### src/rtl/pulsar_uart_pkg.sv
// pulsar_uart_pkg: framing constants, state types and checksum shared by the pulsar UART tx/rx.
package pulsar_uart_pkg;
  localparam logic [7:0] SYNC_BYTE = 8'hA5;
  localparam int CLKS_PER_BIT_DEFAULT = 434;
  localparam int FRAME_LEN = 4;
  typedef enum logic [1:0] {B_IDLE, B_START, B_DATA, B_STOP} bit_state_t;
  typedef enum logic [1:0] {F_SYNC, F_HI, F_LO, F_CHK} frame_state_t;
  function automatic logic [7:0] checksum(input logic [7:0] sync, input logic [7:0] hi, input logic [7:0] lo);
    return sync ^ hi ^ lo;
  endfunction
endpackage

### src/rtl/uart_rx_byte.sv
// uart_rx_byte: 8N1 receiver with input synchroniser; byte strobe and stop error are combinational on the stop sample.
module uart_rx_byte #(
  parameter int CLKS_PER_BIT = pulsar_uart_pkg::CLKS_PER_BIT_DEFAULT
) (
  input  logic       clk_50mhz,
  input  logic       rst_n,
  input  logic       uart_rx_pin,
  output logic [7:0] data,
  output logic       stb,
  output logic       stop_err,
  output logic       idle
);
  import pulsar_uart_pkg::*;
  localparam int CW = $clog2(CLKS_PER_BIT);
  logic rx_m, rx_s, bad, last;
  logic [CW-1:0] cnt;
  logic [2:0] idx;
  bit_state_t st;
  assign last = cnt == CW'(CLKS_PER_BIT - 1);
  assign stb = st == B_STOP && !bad && last && rx_s;
  assign stop_err = st == B_STOP && !bad && last && !rx_s;
  assign idle = st == B_IDLE;
  always_ff @(posedge clk_50mhz or negedge rst_n) begin
    if (!rst_n) begin
      rx_m <= 1'b1;
      rx_s <= 1'b1;
      st <= B_IDLE;
      cnt <= '0;
      idx <= '0;
      bad <= 1'b0;
      data <= '0;
    end else begin
      rx_m <= uart_rx_pin;
      rx_s <= rx_m;
      case (st)
        B_IDLE: begin
          cnt <= '0;
          idx <= '0;
          bad <= 1'b0;
          if (!rx_s) st <= B_START;
        end
        B_START:
          if (cnt == CW'(CLKS_PER_BIT / 2 - 1)) begin
            cnt <= '0;
            st <= rx_s ? B_IDLE : B_DATA;
          end else cnt <= cnt + 1'b1;
        B_DATA:
          if (last) begin
            cnt <= '0;
            data <= {rx_s, data[7:1]};
            idx <= idx + 1'b1;
            if (idx == 3'd7) st <= B_STOP;
          end else cnt <= cnt + 1'b1;
        B_STOP:
          // after a bad stop bit, hold here until the line returns high
          if (bad) begin
            if (rx_s) st <= B_IDLE;
          end else if (last) begin
            cnt <= '0;
            if (rx_s) st <= B_IDLE;
            else bad <= 1'b1;
          end else cnt <= cnt + 1'b1;
        default: st <= B_IDLE;
      endcase
    end
  end
endmodule

### src/rtl/period_frame_rx.sv
// period_frame_rx: decodes A5/hi/lo/xor frames from the UART line into a verified 16-bit period.
module period_frame_rx #(
  parameter int         CLKS_PER_BIT     = pulsar_uart_pkg::CLKS_PER_BIT_DEFAULT,
  parameter logic [7:0] SYNC_BYTE        = pulsar_uart_pkg::SYNC_BYTE,
  parameter int         GAP_TIMEOUT_BITS = 20
) (
  input  logic        clk_50mhz,
  input  logic        rst_n,
  input  logic        uart_rx_pin,
  output logic [7:0]  rx_byte,
  output logic        rx_byte_valid,
  output logic [15:0] period_us,
  output logic        period_valid,
  output logic        frame_err
);
  import pulsar_uart_pkg::*;
  localparam int GAP_MAX = GAP_TIMEOUT_BITS * CLKS_PER_BIT;
  localparam int GW = $clog2(GAP_MAX);
  logic [7:0] rx_data, hi, lo;
  logic stb, stop_err, bit_idle;
  logic [GW-1:0] gap;
  frame_state_t fst;
  uart_rx_byte #(.CLKS_PER_BIT(CLKS_PER_BIT)) u_rx (
    .clk_50mhz(clk_50mhz),
    .rst_n(rst_n),
    .uart_rx_pin(uart_rx_pin),
    .data(rx_data),
    .stb(stb),
    .stop_err(stop_err),
    .idle(bit_idle)
  );
  always_ff @(posedge clk_50mhz or negedge rst_n) begin
    if (!rst_n) begin
      rx_byte <= '0;
      rx_byte_valid <= 1'b0;
      period_us <= '0;
      period_valid <= 1'b0;
      frame_err <= 1'b0;
      hi <= '0;
      lo <= '0;
      gap <= '0;
      fst <= F_SYNC;
    end else begin
      rx_byte_valid <= stb;
      period_valid <= 1'b0;
      frame_err <= 1'b0;
      if (stb) begin
        rx_byte <= rx_data;
        gap <= '0;
        case (fst)
          F_SYNC: if (rx_data == SYNC_BYTE) fst <= F_HI;
          F_HI: begin
            hi <= rx_data;
            fst <= F_LO;
          end
          F_LO: begin
            lo <= rx_data;
            fst <= F_CHK;
          end
          default: begin
            if (rx_data == checksum(SYNC_BYTE, hi, lo)) begin
              period_us <= {hi, lo};
              period_valid <= 1'b1;
            end else frame_err <= 1'b1;
            fst <= F_SYNC;
          end
        endcase
      end else if (stop_err) begin
        frame_err <= 1'b1;
        gap <= '0;
        fst <= F_SYNC;
      end else if (fst == F_SYNC) begin
        gap <= '0;
      end else if (bit_idle) begin
        // gap only advances between bytes; it holds while a byte is on the wire
        if (gap == GW'(GAP_MAX - 1)) begin
          frame_err <= 1'b1;
          gap <= '0;
          fst <= F_SYNC;
        end else gap <= gap + 1'b1;
      end
    end
  end
endmodule
### config.mk
export PLATFORM = sky130hd
export DESIGN_NAME = period_frame_rx
export DESIGN_NICKNAME = d
export VERILOG_FILES = /design/src/rtl/pulsar_uart_pkg.sv /design/src/rtl/uart_rx_byte.sv /design/src/rtl/period_frame_rx.sv
export SDC_FILE = /design/constraint.sdc
export NUM_CORES = 1
export LEC_CHECK = 0
export CAP_MARGIN = 0
export CORE_MARGIN = 4
export CORE_UTILIZATION = 30
export CTS_CLUSTER_SIZE = 20
export DETAILED_ROUTE_END_ITERATION = 7
export REMOVE_ABC_BUFFERS = 1
export SLEW_MARGIN = 20
export SYNTH_ARGS = -nofsm -noshare
export SYNTH_HDL_FRONTEND = slang
export SYNTH_SLANG_ARGS = --single-unit
export TNS_END_PERCENT = 20
### constraint.sdc
create_clock -name clk_50mhz -period 5.9 [get_ports clk_50mhz]
set_input_delay 0.59 -clock clk_50mhz [delete_from_list [all_inputs] [get_ports clk_50mhz]]
set_output_delay 0.59 -clock clk_50mhz [all_outputs]
set_load 0.01 [all_outputs]
# --- After elaboration in Yosys (flattened, before gate mapping) ---
# Index checks and enable logic that the tools add are counted.
word_totals:
  regBits: 84
  input_bits: 3
  wordCells: 103
classes:
  add_sub_neg: 3
  eq_ne: 19
  mux: 41
  bitwise_logic: 3
  n_reduce_logical: 21
ops:
  columns: ["op", "n"]
  rows:
  - ["2-to-1 mux 14 bit", 5]
  - ["case mux 9 bit (4 select lines)", 1]
  - ["2-to-1 mux 2 bit", 14]
  - ["2-to-1 mux 9 bit", 3]
  - ["adder 14 x 1 -> 14 bit (second input constant)", 1]
  - ["equality test 14 bit (second input constant)", 1]
  - ["2-to-1 mux 1 bit", 13]
  - ["adder 9 x 1 -> 9 bit (second input constant)", 1]
  - ["equality test 9 x 8 -> 1 bit (second input constant)", 1]
  - ["equality test 9 bit (second input constant)", 1]
  - ["equality test 8 bit", 1]
  - ["equality test 8 bit (second input constant)", 1]
  - ["case mux 2 bit (4 select lines)", 1]
  - ["AND reduction 2 bit", 4]
  - ["XOR 8 bit", 1]
  - ["equality test 2 bit (second input constant)", 3]
  - ["!= test 2 x 1 -> 1 bit (second input constant)", 3]
  - ["!= test 3 bit (second input constant)", 2]
  - ["case mux 2 bit (3 select lines)", 1]
  - ["case mux 3 bit (2 select lines)", 1]
  - ["nonzero test 3 bit", 2]
  - ["AND reduction 5 bit", 1]
  - ["equality test 2 x 1 -> 1 bit (second input constant)", 2]
  - ["logical AND 1 bit", 4]
  - ["15 further kinds", 19]

# --- Longest topological paths before layout ---
# Gate-level depths: netlist of run 1.
depth:
  word_depth: 6
  mapped_depth: 9
  depth_no_buf: 8

# --- By module ---
# A second synthesis of run 1 with hierarchy kept.
hier_totals:
  cells_unflattened: 320
  area_unflattened_um2: 4122.7
modules_own_cells:
  columns: ["module", "instances", "cells_each", "area_each_um2"]
  rows:
  - ["period_frame_rx", 1, 204, 2796.4]
  - ["uart_rx_byte", 1, 116, 1326.3]

# --- Worst setup path after synthesis of run 1 ---
# No wires, ideal clock.
synth_path:
  path_kind: "flip-flop to flip-flop"
  from: "register u_rx.cnt[1]"
  to: "register period_us[10]"
  setup_ns: 0.125
  t_arrival_ns: 1.816
  slack_ns: 3.958
  path_stages_with_launch: 10
  period_less_slack_ns: 1.942
  path_cell_list: "dfrtp_1 -> inv_1 -> ha_1 -> nand4bb_4 -> nor2_8 -> nand3_4 -> inv_2 -> nand3_4 -> buf_6 -> mux2_4"
synth_between:
  elab_chain_len: 4
synth_rtl:
  columns: ["element", "line", "text"]
  rows:
  - ["start, declared", "uart_rx_byte.sv:16", "logic [CW-1:0] cnt;"]
  - ["start signal, assigned", "uart_rx_byte.sv:46", "end else cnt <= cnt + 1'b1;"]
  - ["start signal, assigned", "uart_rx_byte.sv:53", "end else cnt <= cnt + 1'b1;"]
  - ["start signal, assigned", "uart_rx_byte.sv:62", "end else cnt <= cnt + 1'b1;"]
  - ["equality test 9 bit", "uart_rx_byte.sv:19", "assign last = cnt == CW'(CLKS_PER_BIT - 1);"]
  - ["logical AND 1 bit (2 in a row)", "uart_rx_byte.sv:20", "assign stb = st == B_STOP && !bad && last && rx_s;"]
  - ["AND reduction 3 bit (no source line)", null, null]
  - ["end signal, assigned", "period_frame_rx.sv:62", "period_us <= {hi, lo};"]
  - ["end, declared", "period_frame_rx.sv:12", "output logic [15:0] period_us,"]
# No other way between the ends.
# A chain may end at the register's enable or synchronous reset.

# --- Worst setup path in the final report of run 1 ---
layout_path:
  from: "register gap[11]"
  to: "register fst[1]"
layout_between:
  elab_chain_len: 3
layout_rtl:
  columns: ["element", "line", "text"]
  rows:
  - ["start, declared", "period_frame_rx.sv:21", "logic [GW-1:0] gap;"]
  - ["start signal, assigned", "period_frame_rx.sv:80", "end else gap <= gap + 1'b1;"]
  - ["equality test 14 bit", "period_frame_rx.sv:76", "if (gap == GW'(GAP_MAX - 1)) begin"]
  - ["nonzero test 3 bit (no source line)", null, null]
  - ["AND reduction 4 bit (no source line)", null, null]
  - ["end signal, assigned", "period_frame_rx.sv:65", "fst <= F_SYNC;"]
  - ["end signal, assigned", "period_frame_rx.sv:71", "fst <= F_SYNC;"]
  - ["end signal, assigned", "period_frame_rx.sv:79", "fst <= F_SYNC;"]
  - ["end, declared", "period_frame_rx.sv:22", "frame_state_t fst;"]
# No other way between the ends.

==> metrics, run 1 <==
skew final 8.77 ps; Post-synth EDFFs 0; Hold Fails Final Rpt 0; cts repair resizes 0; crit start category flip-flop; gr usage total 0.103; Cells after Synth 351; Final Critical Period 2590 ps; Max Cap Violations 0; num rows 42; HP Class input pin to async pin; worst slew pin tran 1050 ps; largest area contributor in the netlist dfrtp_1; fin util 0.368; Static Leakage 2.24 nW; Ports 30; Yosys warning total 0; count leader, synth dfrtp_1; Logic pwr share 0.011; antenna violations before repair 0; crit path DAT 2800 ps; Die Width about 130 µm; Post-synth top flop dfrtp_1; Final WS setup 3310 ps; Post-CTS Hold Fix Bufs 0; Flop pwr share 0.494; Req. time, crit path just over 6000 ps; status finished, final reports clean; Num CTS Buffers 9; die height 125 µm; Synth area leaders dfrtp_1 (50%), mux2_2 (8.2%), nand2_1 (4.4%), ha_1 (4.2%), mux2_4 (3.6%); share of post-route cells with drive strength above 1 0.177; count of cell types in the netlist 50; drt total wl 7.81 mm; CP Capture Type flip-flop; Clk network pwr share 0.495; Post-DRT Antenna Nets 0; Power, Total roughly 1.2 mW; IO buf count 29; sequential element share of the synthesized area 0.509; filler cell count in the final layout 1304; critical path type flip-flop to flip-flop; dpl cell area around 4600 µm²; most common library cells after synthesis dfrtp_1 (82), nand2_1 (48), mux2_2 (30), nor2_1 (21), o21ai_0 (20); drc violations 0; Sw Share 0.212; RSZ-0062 raised after global routing no; Final Cell Area around 4900 µm²; Avg Cell Area, Syn about 12 µm²; pin count of the biggest net entering global routing 85; Post-Syn Area 4140 µm²; post-detail-place hpwl 5.33 mm; cell count after placement 550; P per Cell Area 237 nW/µm²; drt first pass iters 4; first-pass GRT wire length roughly 13 mm; post-synthesis register bit count 84; final worst-path cycle share 0.439; number of H-tree levels 3; Critical Path Fanout Max 14; CTS root buffer clkbuf_16; CORE AREA 13400 µm²; normalized max-slew margin 0.292; Initial Utilization 0.309; P_sw 0.248 mW; vias in the first global route 2693; clk_lat worst skew 330 ps; final setup fails 0; First DRT Iteration DRCs 161; Max IR drop VDD about 130 µV; final non-filler cell total 566; design internal power 0.921 mW; Clk pin slew, worst setup/hold paths 60 ps; clk sinks 84; global route overflow 0; Hold Slack 307 ps; antenna cells 0; placer's final routability congestion estimate 0.766; fin nets 402; die area roughly 16000 µm²; Longest Clk Path Bufs 2; CTS tree done; area share of the largest cell type after synthesis 0.496; Setup TNS 0 ps; area grow syn2layout 19.1%; fmax 386 MHz; Place WS 3380 ps; Max Slew Vio Count 0; vias per inst 4.78; number of setup buffers added after CTS 0; Synth async-reset ratio 1.00; routed vias 2707; post-DR wirelength/cell 13.8 µm
-- cell families after synthesis --
kind of cell | share of synthesized area
XOR/XNOR | 0.0544
adder cells (fa/ha/maj) | 0.0423
multiplexers | 0.130
AO/OA/AOI/OAI | 0.0726
AND/OR/NAND/NOR | 0.175
flip-flops | 0.509
buffers and inverters | 0.0166
-- final timing paths --
check	startpoint	slack, ps	endpoint	depth (start not counted)
setup / recovery	gap[11]	3310	fst[1]	5
hold / removal	rst_n	310	period_us[4]	1
setup reg to reg	gap[11]	3310	fst[1]	5
hold reg to reg	u_rx.rx_m	360	u_rx.rx_s	0
max in group asynchronous	rst_n	5060	u_rx.cnt[4]	1
min in group clk_50mhz	u_rx.rx_m	360	u_rx.rx_s	0
-- flip-flops by register name, indices dropped and copies added, names as in the netlist, named ones only --
signal,cells
lo,8
gap,14
u_rx.st,1
hi,8
frame_err,1
period_valid,1
rx_byte_valid,1
fst,2
period_us,16
u_rx.cnt,9
u_rx.rx_m,1
u_rx.rx_s,1
u_rx.bad,1
u_rx.idx,3
rx_byte,8
u_rx.data,8
-- placed cells by master (no fill, tap or decap), types with 3 or more instances in the layout --
| cell | count |
|---|---|
| mux2i_1 | 5 |
| xnor3_1 | 4 |
| inv_1 | 9 |
| mux2_2 | 30 |
| clkbuf_16 | 9 |
| clkdlybuf4s50_1 | 28 |
| xor2_1 | 5 |
| a21oi_1 | 16 |
| nand2b_1 | 7 |
| xnor2_1 | 5 |
| or3_1 | 4 |
| o21ai_0 | 20 |
| nor3_1 | 5 |
| o2bb2ai_1 | 4 |
| clkinvlp_4 | 3 |
| nand3_1 | 6 |
| ha_1 | 14 |
| nand2_1 | 48 |
| nand4_1 | 7 |
| dfrtp_1 | 82 |
| nor2_1 | 21 |
| a21o_1 | 3 |
| mux2_4 | 10 |
| and3_1 | 6 |
-- cell type report --
cell class              count  area (µm²)  area share
clock buffers              10         239      0.0485
clock inverters             6        70.1      0.0142
inverters                  10        37.5     0.00762
multi-input cells         251        1960       0.399
flip-flops and latches     84        2100       0.427
well taps                 176         220      0.0447
repair buffers             29         292      0.0592
-- metal layers --
metal / GRT usage / wire, µm / vias up
met2: 0.166 / 3740 / 42
li1: - / - / 1314
met1: 0.138 / 3720 / 1341
met4: 0.0357 / 93 / 0
met3: 0.0183 / 254 / 10
met5: 0 / 0 / -
-- power groups by stage --
stage          combinational, mW  clock [mW]  sequential, mW
5_1_grt                   0.0155       0.621           0.578
2_1_floorplan           0.000415           0           0.589
3_5_place_dp              0.0134           0           0.589
6_report                  0.0126       0.578           0.578
3_3_place_gp              0.0130           0           0.589
4_1_cts                   0.0133       0.593           0.578
-- critical path, stage by stage, from the launching register on --
cell	delay (ps)
dfrtp_1	400
or4b_1	550
nor4_2	910
a22o_1	270
o21ai_0	110
a32o_1	220
(Power assumes the default switching activity.)
==> run 2, diff against run 1 <==
- clock period: 5.9 -> 2.5 ns (I/O delays scaled with it)
==> metrics, run 2 (synthesis results as in run 1) <==
CP max stage delay 400 ps (-510 ps); CORE AREA 13400 µm² (unchanged); drc violations 0 (unchanged); routed vias 2723 (+0.59%); highest routed layer met4; clk_lat worst skew 340 ps (about the same); commonest non-fill, non-tap cell in the layout dfrtp_1; fmax 457 MHz (+18%); vias in the first global route 2728 (+1.3%); Final Critical Period 2190 ps (-402 ps); WL met2 3.80 mm (+1.7%); First DRT Iteration DRCs 129 (-20%); Clk pin slew, worst setup/hold paths 70 ps (about the same); crit path DAT 2410 ps (-390 ps); Static Leakage 2.29 nW (+2.3%); Req. time, crit path 2720 ps (-3400 ps); drt total wl 7.82 mm (+0.19%); CTS root buffer clkbuf_16; Biggest register period_us; Max Cap Violations 0 (unchanged); cts repair resizes 0 (unchanged); post-DR wirelength/cell 13.7 µm (-0.86%); met3 WL post-DR 299 µm (+18%); number of H-tree levels 3 (unchanged); final worst-path cycle share 0.874 (+0.436); vias per inst 4.76 (-0.46%); Max Slew Vio Count 0 (unchanged); first-pass GRT wire length 13.7 mm (+2.3%); share of post-route cells with drive strength above 1 0.187 (+0.00995); final setup fails 0 (unchanged); status finished, final reports clean; worst slew pin tran 585 ps (-467 ps); IO buf count 29 (unchanged); RSZ-0062 raised after global routing no; Critical Path Fanout Max 10 (-4); most frequent cells in the layout dfrtp_1 (82), nand2_1 (48), mux2_2 (30); normalized max-slew margin 0.605 (+0.312); Hold Startpoint uart_rx_pin; critical path type flip-flop to flip-flop; pin count of the biggest net entering global routing 49 (-42%); filler cell count in the final layout 1291 (-1.0%); drt first pass iters 4 (unchanged); wl on met1 3.61 mm (-3.0%); worst r2r src u_rx.st[0]; critical path's slowest cell dfrtp_1; crit start category flip-flop; HP Class input pin to flip-flop; Setup TNS 0 ps (unchanged); clk sinks 84 (unchanged); CP Capture Type flip-flop; Hold Slack 333 ps (+25.6 ps); antenna cells 0 (unchanged); Hold Fails Final Rpt 0 (unchanged); skew final 5.78 ps (-2.99 ps); cells along the critical path ha_1, nor2b_1, nand3_4, inv_2, nand2_1, mux2_2; gr usage total 0.106 (+0.00317); Ports 30 (unchanged); global route overflow 0 (unchanged); area grow syn2layout 21.0%; CTS tree done; fin nets 408 (+1.5%); antenna violations before repair 0 (unchanged); Num CTS Buffers 9 (unchanged); Die Width 125 µm (unchanged); max FFs per register 16 (unchanged); die height 125 µm (unchanged); post-detail-place hpwl 5.59 mm (+4.8%); Initial Utilization 0.309 (unchanged); P per Cell Area 571 nW/µm² (+140%); die area 15700 µm² (unchanged); Crit path buffers/inverters 1 (+1); placer's final routability congestion estimate 0.842 (+9.8%); delay-heaviest family, CP simple AND/OR/NAND/NOR gates; Longest Clk Path Bufs 2 (unchanged); top flop regs period_us x16, gap x14, u_rx.cnt x9; crit path from u_rx.st[0]; Post-DRT Antenna Nets 0 (unchanged); Max IR drop VDD 313 µV (+130%); num rows 42 (unchanged)
run 2: cell count changes in the layout (fill, tap and decap cells not counted):
| cell | change |
|---|---|
| buf_12 | +1 |
| buf_4 | +5 |
| buf_6 | -1 |
| bufinv_16 | +1 |
| clkinv_4 | +1 |
| clkinvlp_4 | -2 |
| dlygate4sd3_1 | +1 |
run 2: per-layer routing:
| metal | vias up | track usage |
|---|---|---|
| met2 | 41 | 0.172 |
| met5 | - | 0 |
| met1 | 1341 | 0.138 |
| met3 | 10 | 0.0277 |
| li1 | 1331 | - |
| met4 | 0 | 0.0332 |
run 2: repair_timing:
item / in CTS / in global routing
endpoints found under the hold margin: 34 / 0
hold buffers: 1 / 0
buffers inserted: 0 / 0
run 2: layout make-up:
type	count	area [µm²]	area share
Sequential cell	84	2100	0.420
Multi-Input combinational cell	251	1960	0.392
Timing Repair Buffer	35	348	0.0695
Clock buffer	10	239	0.0477
Tap cell	176	220	0.0440
Clock inverter	6	93.8	0.0187
Inverter	10	37.5	0.00750
run 2: worst register-to-register path, cell delays in order, from the launching register on:
cell	delay, ps
dfrtp_1	400
ha_1	260
nor2b_1	380
nand3_4	210
inv_2	160
nand2_1	280
mux2_2	370
run 2: path summary, 6_finish.rpt:
path	to	slack (ps)	cells past startpoint
max in group asynchronous	gap[10]	1470	3
max reg2reg	lo[5]	310	6
min in group asynchronous	period_us[12]	410	2
max	lo[5]	310	6
min reg2reg	u_rx.rx_s	360	0
min	u_rx.rx_m	330	1
run 2: stage by stage:
stage / worst slack, ps / power (mW) / area, µm² / std cells / utilization
5_1_grt: 66.4 / 2.97 / 5010 / 572 / 0.374
6_report: 314 / 2.86 / 5010 / 572 / 0.374
3_3_place_gp: 369 / 1.42 / 4660 / 555 / 0.348
2_1_floorplan: 318 / 1.39 / 4110 / 345 / -
3_5_place_dp: 259 / 1.42 / 4660 / 555 / 0.348
4_1_cts: 247 / 2.91 / 5010 / 572 / 0.374
run 2: power breakdown:
part / internal (mW) / total [mW] / switching, mW
Clock: 0.911 / 1.46 / 0.551
Sequential: 1.36 / 1.36 / 0.00214
Combinational: 0.00745 / 0.0340 / 0.0265
Total: 2.28 / 2.86 / 0.580
==> run 3, diff against run 2 <==
- CTS_CLUSTER_DIAMETER: unset -> 40
==> results of run 3 <==
No change in the layout: final DEF, timing and power equal those of run 2.
